<file path="src/rtl/alu_pkg.sv">
// Shared opcode values, BIST state encoding and the opcode sweep order for alu_bist.
package alu_pkg;

  localparam logic [2:0] ALU_AND = 3'b000;
  localparam logic [2:0] ALU_OR  = 3'b001;
  localparam logic [2:0] ALU_ADD = 3'b010;
  localparam logic [2:0] ALU_SUB = 3'b110;
  localparam logic [2:0] ALU_SLT = 3'b111;

  typedef enum logic [2:0] {
    ST_IDLE,
    ST_DRIVE,
    ST_SETTLE,
    ST_CHECK,
    ST_DONE
  } state_t;

  function automatic logic [2:0] next_op(input logic [2:0] op);
    case (op)
      ALU_AND: next_op = ALU_OR;
      ALU_OR:  next_op = ALU_ADD;
      ALU_ADD: next_op = ALU_SUB;
      ALU_SUB: next_op = ALU_SLT;
      default: next_op = ALU_AND;
    endcase
  endfunction

endpackage

</file>
<file path="src/rtl/alu_bist_ref.sv">
// Combinational golden model of the alu: result plus zero, signed-overflow and carry/borrow flags.
module alu_bist_ref
  import alu_pkg::*;
#(
  parameter int DATA_WIDTH = 4
) (
  input  logic [DATA_WIDTH-1:0] a,
  input  logic [DATA_WIDTH-1:0] b,
  input  logic [2:0]            op,
  output logic [DATA_WIDTH-1:0] r,
  output logic                  zero,
  output logic                  ovf,
  output logic                  carry
);

  localparam int MSB = DATA_WIDTH - 1;

  logic [DATA_WIDTH:0]          sum;
  logic [DATA_WIDTH:0]          diff;
  logic signed [DATA_WIDTH-1:0] sa;
  logic signed [DATA_WIDTH-1:0] sb;

  always_comb begin
    sum   = {1'b0, a} + {1'b0, b};
    diff  = {1'b0, a} - {1'b0, b};
    sa    = $signed(a);
    sb    = $signed(b);
    r     = '0;
    ovf   = 1'b0;
    carry = 1'b0;
    case (op)
      ALU_AND: r = a & b;
      ALU_OR:  r = a | b;
      ALU_ADD: begin
        r     = sum[MSB:0];
        carry = sum[DATA_WIDTH];
        ovf   = (a[MSB] == b[MSB]) && (r[MSB] != a[MSB]);
      end
      ALU_SUB: begin
        // Top bit of the widened difference is the unsigned borrow (a < b).
        r     = diff[MSB:0];
        carry = diff[DATA_WIDTH];
        ovf   = (a[MSB] != b[MSB]) && (r[MSB] != a[MSB]);
      end
      ALU_SLT: r = {{(DATA_WIDTH-1){1'b0}}, (sa < sb)};
      default: r = '0;
    endcase
    zero = (r == '0);
  end

endmodule

</file>
<file path="src/rtl/alu_bist.sv">
// Self-test engine that sweeps every opcode and A/B pair through the alu and checks each response.
// Optional macro ALU_BIST_FLAG_CHECK_EN adds Overflow/CarryOut comparison for ADD and SUB.
module alu_bist
  import alu_pkg::*;
#(
  parameter int DATA_WIDTH    = 4,
  parameter int SETTLE_CYCLES = 1
) (
  input  logic                  clk,
  input  logic                  rst,
  input  logic                  start,
  output logic [DATA_WIDTH-1:0] alu_A,
  output logic [DATA_WIDTH-1:0] alu_B,
  output logic [2:0]            alu_ALUop,
  input  logic [DATA_WIDTH-1:0] alu_Result,
  input  logic                  alu_Zero,
  input  logic                  alu_Overflow,
  input  logic                  alu_CarryOut,
  output logic                  busy,
  output logic                  done,
  output logic                  pass,
  output logic [15:0]           err_count,
  output logic [DATA_WIDTH-1:0] fail_A,
  output logic [DATA_WIDTH-1:0] fail_B,
  output logic [2:0]            fail_op,
  output logic [DATA_WIDTH-1:0] fail_result
);

  localparam int SCW = (SETTLE_CYCLES > 1) ? $clog2(SETTLE_CYCLES) : 1;

  state_t                  state;
  logic [SCW-1:0]          settle_cnt;
  logic [DATA_WIDTH-1:0]   ref_r;
  logic                    ref_zero;
  logic                    ref_ovf;
  logic                    ref_carry;
  logic                    mism;
  logic                    last_vec;

  alu_bist_ref #(.DATA_WIDTH(DATA_WIDTH)) u_ref (
    .a     (alu_A),
    .b     (alu_B),
    .op    (alu_ALUop),
    .r     (ref_r),
    .zero  (ref_zero),
    .ovf   (ref_ovf),
    .carry (ref_carry)
  );

`ifdef ALU_BIST_FLAG_CHECK_EN
  always_comb begin
    mism = (alu_Result != ref_r) || (alu_Zero != ref_zero);
    if ((alu_ALUop == ALU_ADD) || (alu_ALUop == ALU_SUB))
      mism = mism || (alu_Overflow != ref_ovf) || (alu_CarryOut != ref_carry);
  end
`else
  logic unused_flags;
  assign unused_flags = ^{alu_Overflow, alu_CarryOut, ref_ovf, ref_carry};

  always_comb begin
    mism = (alu_Result != ref_r) || (alu_Zero != ref_zero);
  end
`endif

  assign last_vec = (alu_ALUop == ALU_SLT) && (&alu_A) && (&alu_B);

  always_ff @(posedge clk or posedge rst) begin
    if (rst) begin
      state       <= ST_IDLE;
      settle_cnt  <= '0;
      alu_A       <= '0;
      alu_B       <= '0;
      alu_ALUop   <= ALU_AND;
      busy        <= 1'b0;
      done        <= 1'b0;
      pass        <= 1'b0;
      err_count   <= '0;
      fail_A      <= '0;
      fail_B      <= '0;
      fail_op     <= '0;
      fail_result <= '0;
    end else begin
      case (state)
        ST_IDLE, ST_DONE: begin
          if (start) begin
            state       <= ST_DRIVE;
            alu_A       <= '0;
            alu_B       <= '0;
            alu_ALUop   <= ALU_AND;
            busy        <= 1'b1;
            done        <= 1'b0;
            pass        <= 1'b0;
            err_count   <= '0;
            fail_A      <= '0;
            fail_B      <= '0;
            fail_op     <= '0;
            fail_result <= '0;
          end
        end
        ST_DRIVE: begin
          state      <= ST_SETTLE;
          settle_cnt <= '0;
        end
        ST_SETTLE: begin
          if (settle_cnt == SCW'(SETTLE_CYCLES - 1))
            state <= ST_CHECK;
          else
            settle_cnt <= settle_cnt + 1'b1;
        end
        ST_CHECK: begin
          if (mism) begin
            if (err_count != 16'hFFFF)
              err_count <= err_count + 16'd1;
            // Only the very first failing vector is kept for diagnosis.
            if (err_count == 16'd0) begin
              fail_A      <= alu_A;
              fail_B      <= alu_B;
              fail_op     <= alu_ALUop;
              fail_result <= alu_Result;
            end
          end
          if (last_vec) begin
            state <= ST_DONE;
            busy  <= 1'b0;
            done  <= 1'b1;
            pass  <= (err_count == 16'd0) && !mism;
          end else begin
            state <= ST_DRIVE;
            alu_A <= alu_A + 1'b1;
            if (&alu_A) begin
              alu_B <= alu_B + 1'b1;
              if (&alu_B)
                alu_ALUop <= next_op(alu_ALUop);
            end
          end
        end
        default: state <= ST_IDLE;
      endcase
    end
  end

endmodule

</file>
<file path="config.mk">
export PLATFORM = sky130hd
export DESIGN_NAME = alu_bist
export DESIGN_NICKNAME = d
export VERILOG_FILES = /design/src/rtl/alu_pkg.sv /design/src/rtl/alu_bist_ref.sv /design/src/rtl/alu_bist.sv
export SDC_FILE = /design/constraint.sdc
export NUM_CORES = 1
export LEC_CHECK = 0
export CELL_PAD_IN_SITES_DETAIL_PLACEMENT = 0
export CELL_PAD_IN_SITES_GLOBAL_PLACEMENT = 1
export CORE_MARGIN = 2
export CORE_UTILIZATION = 40
export DETAILED_ROUTE_END_ITERATION = 12
export PLACE_DENSITY_LB_ADDON = 0.1
export SLEW_MARGIN = 20
export SYNTH_ARGS = -nofsm -noshare
export SYNTH_HDL_FRONTEND = slang
export SYNTH_SLANG_ARGS = --single-unit
export TNS_END_PERCENT = 50
</file>
<file path="constraint.sdc">
create_clock -name clk -period 3.3 [get_ports clk]
set_input_delay 0.66 -clock clk [delete_from_list [all_inputs] [get_ports clk]]
set_output_delay 0.66 -clock clk [all_outputs]
set_load 0.02 [all_outputs]
</file>
==> flow_summary.ini <==
[outcome]
outcome = completed

[clock_network]
cts_buffers = 5
cts_tree = done
cts_sinks = 48
post_cts_buffers = 0
root_buffer = clkbuf_8
clock_path_buffers = 2
clock_latency_ns = 0.31
post_cts_resized = 0
ctsHoldBuffers = 0
cts.htree.levels = 2
clkTransAtPathRegs_ns = 0.10

[setup_path]
path_max_fanout = 11
r2r-end = pass$_DFFE_PP0P_
crit_start = alu_A[0]$_DFFE_PP0P_
cp.required_ns = 3.51
path_class = register to register
startpoint_type = register
reg2reg_from = alu_A[0]$_DFFE_PP0P_
ff2ff_path_depth = 11
r2r_slack_ns = 0.23
endpoint_kind = register
critPathArrivalTime_ns = 3.29

[global_routing]
grt_pass1_vias = 2655
grt_pass1_wl_mm = 13.6
grt_usage = 0.195
grt_overflow = 0
grt_max_degree = 49
antenna_found_initial = 0

[route]
drc = 0
wl_per_cell_um = 15.4
wl_mm = 7.91
drt-pass1-iter-count = 4
vias_per_cell = 5.31
drt-initial-drc-count = 124
ant_nets = 0
vias = 2733

[die]
die_h_um = 93.0
io_pins = 55
start_util = 0.413
core_um2 = 7690
rows = 32
die_w_um = 93.0
fp.dieArea_um2 = 8660

[yosys]
yosys_most_used_dff = dfrtp_1
synthArstFlopShare = 1.00
yosysMostFrequentCell = nand2_1
avgSynthCellArea_um2 = 8.84
synth_top_cells_by_count = nand2_1, dfrtp_1, inv_1, nor2_1, ha_1
synth_area_um2 = 3170
synth_seq_cells = 48
yosys-top-cells-area = dfrtp_1, ha_1, nand2_1
synth_edf_count = 0
yosysTopAreaCellShare = 0.379
yosysTopAreaCell = dfrtp_1
yosysWarnings = 0
yosysUniqueCellTypes = 52
syn_nets = 387
syn_inst = 359
seq_area_frac_synth = 0.379

[place]
portBuffers = 52
gp_congestion = 0.825
dp_hpwl_mm = 5.70
preCtsSetupSlack_ns = 0.0830

[cells_and_area]
final_nets = 440
drive_gt1_frac = 0.0993
final_util = 0.510
diodes = 0
fillers = 765
area_growth_pct = 23.6

[timing]
fin_ws_ns = 0.225
fin_crit_sh = 0.932
fmax_ghz = 0.325
maxSlewHeadroom = 0.443
grt_setup_unrepaired = no
setup_tns_ns = 0
finalSetupViolations = 0
tightest_slew_ns = 0.827
final_max_slew_viol_count = 0
final_hold_viol_count = 0
fin_crit_ns = 3.07
clock_skew_ns = 0.00943

[hold_path]
hold_class = register to register
hold_start = state[2]$_DFFE_PP0N_
holdPathStages = 1
hold_end = state[1]$_DFFE_PP0N_

[power_and_ir_drop]
leakage_nw = 1.64
power.density_nw_per_um2 = 682
vdd_drop_max_uv = 404

[run]
maxCapViolCount = 0
[logic make-up (layout without fill, tap and decap cells)]
| kind of cell | count (synthesis) | after routing | synth area share |
|---|---|---|---|
| mux | 20 | 20 | 0.0651 |
| buf+inv | 52 | 106 | 0.0675 |
| compound gates | 69 | 69 | 0.169 |
| xor+xnor | 9 | 9 | 0.0249 |
| fa+ha+maj | 18 | 18 | 0.0757 |
| simple gates | 143 | 143 | 0.219 |
| flops | 48 | 48 | 0.379 |
[final cells by class]
cell class / count / area (um^2) / area share
Clock buffer: 5 / 68.8 / 0.0176
Inverter: 36 / 135 / 0.0345
Sequential cell: 48 / 1200 / 0.307
Multi-Input combinational cell: 259 / 1760 / 0.450
Clock inverter: 3 / 22.5 / 0.00575
Timing Repair Buffer: 62 / 599 / 0.153
Tap cell: 102 / 128 / 0.0326
[where the power goes]
part           internal (W)  switching [W]  total, W
clock              0.000152       0.000222  0.000374
combinational      0.000586       0.000904   0.00149
sequential         0.000692       0.000116  0.000808
total               0.00143        0.00124   0.00267
[per-layer routing]
metal	part of all wire	track usage	vias up	wire length (um)
met3	0.034	0.0322	6	271
met5	0	0	-	0
li1	-	-	1365	-
met1	0.53	0.298	1307	4170
met4	0.0086	0.0368	0	68
met2	0.43	0.292	55	3400
[metrics by stage]
step	instances	power (W)	cell area [um^2]	hold WS [ns]
3_5_place_dp	507	0.00231	3820	0.433
4_1_cts	515	0.00269	3910	0.447
3_3_place_gp	507	0.00229	3820	0.431
2_1_floorplan	359	0.00182	3170	0.414
5_1_grt	515	0.00289	3920	0.470
6_report	515	0.00267	3920	0.440
[state kept, by name (all words and copies together) (netlist names), 4 cells and up]
signal and cells:
err_count 16, alu_A 4, alu_B 4, fail_A 4, fail_B 4, fail_result 4
[cell usage in the layout, fill, tap and decap left out, types with 2 or more instances in the layout]
master / instances
and3_1: 5
a31o_2: 4
a21oi_1: 10
nor2_1: 27
o221a_2: 5
o21ai_0: 14
clkdlybuf4s50_1: 52
fa_1: 2
dfrtp_1: 48
ha_1: 16
buf_4: 9
xnor2_1: 5
mux2i_1: 15
o2bb2ai_1: 6
a21o_1: 4
a21oi_4: 2
clkbuf_8: 5
o31ai_1: 2
and2_1: 3
nor3_1: 11
nand4_1: 6
nand3_1: 14
or3_1: 2
mux2_2: 5
or2_2: 2
a221oi_1: 2
o211ai_1: 7
a31oi_1: 2
xor2_1: 4
nand2_1: 52
nand2b_1: 7
inv_1: 35
nor4_1: 6
a2111o_1: 3
[worst max-delay path, stage by stage (launching register included)]
cell      delay (ns)
dfrtp_1         0.46
inv_1           0.13
ha_1            0.24
fa_1            0.41
xor2_1          0.16
nand3_1         0.12
o221ai_2        0.15
o31a_1          0.35
o31ai_4         0.39
buf_4           0.27
nand2_1         0.07
o31ai_1         0.23
[worst max path at each step]
| stage | depth (start not counted) | slack [ns] | to |
|---|---|---|---|
| floorplan | 11 | 0.40 | err_count[11]$_DFFE_PP0P_ |
| global placement | 9 | 0.08 | err_count[14]$_DFFE_PP0P_ |
| detailed placement | 9 | 0.08 | err_count[0]$_DFFE_PP0P_ |
| CTS | 10 | 0.04 | err_count[0]$_DFFE_PP0P_ |
| global route | 9 | 0.03 | err_count[0]$_DFFE_PP0P_ |
| finish | 11 | 0.23 | pass$_DFFE_PP0P_ |
Power figures use the tool's default switching activity.
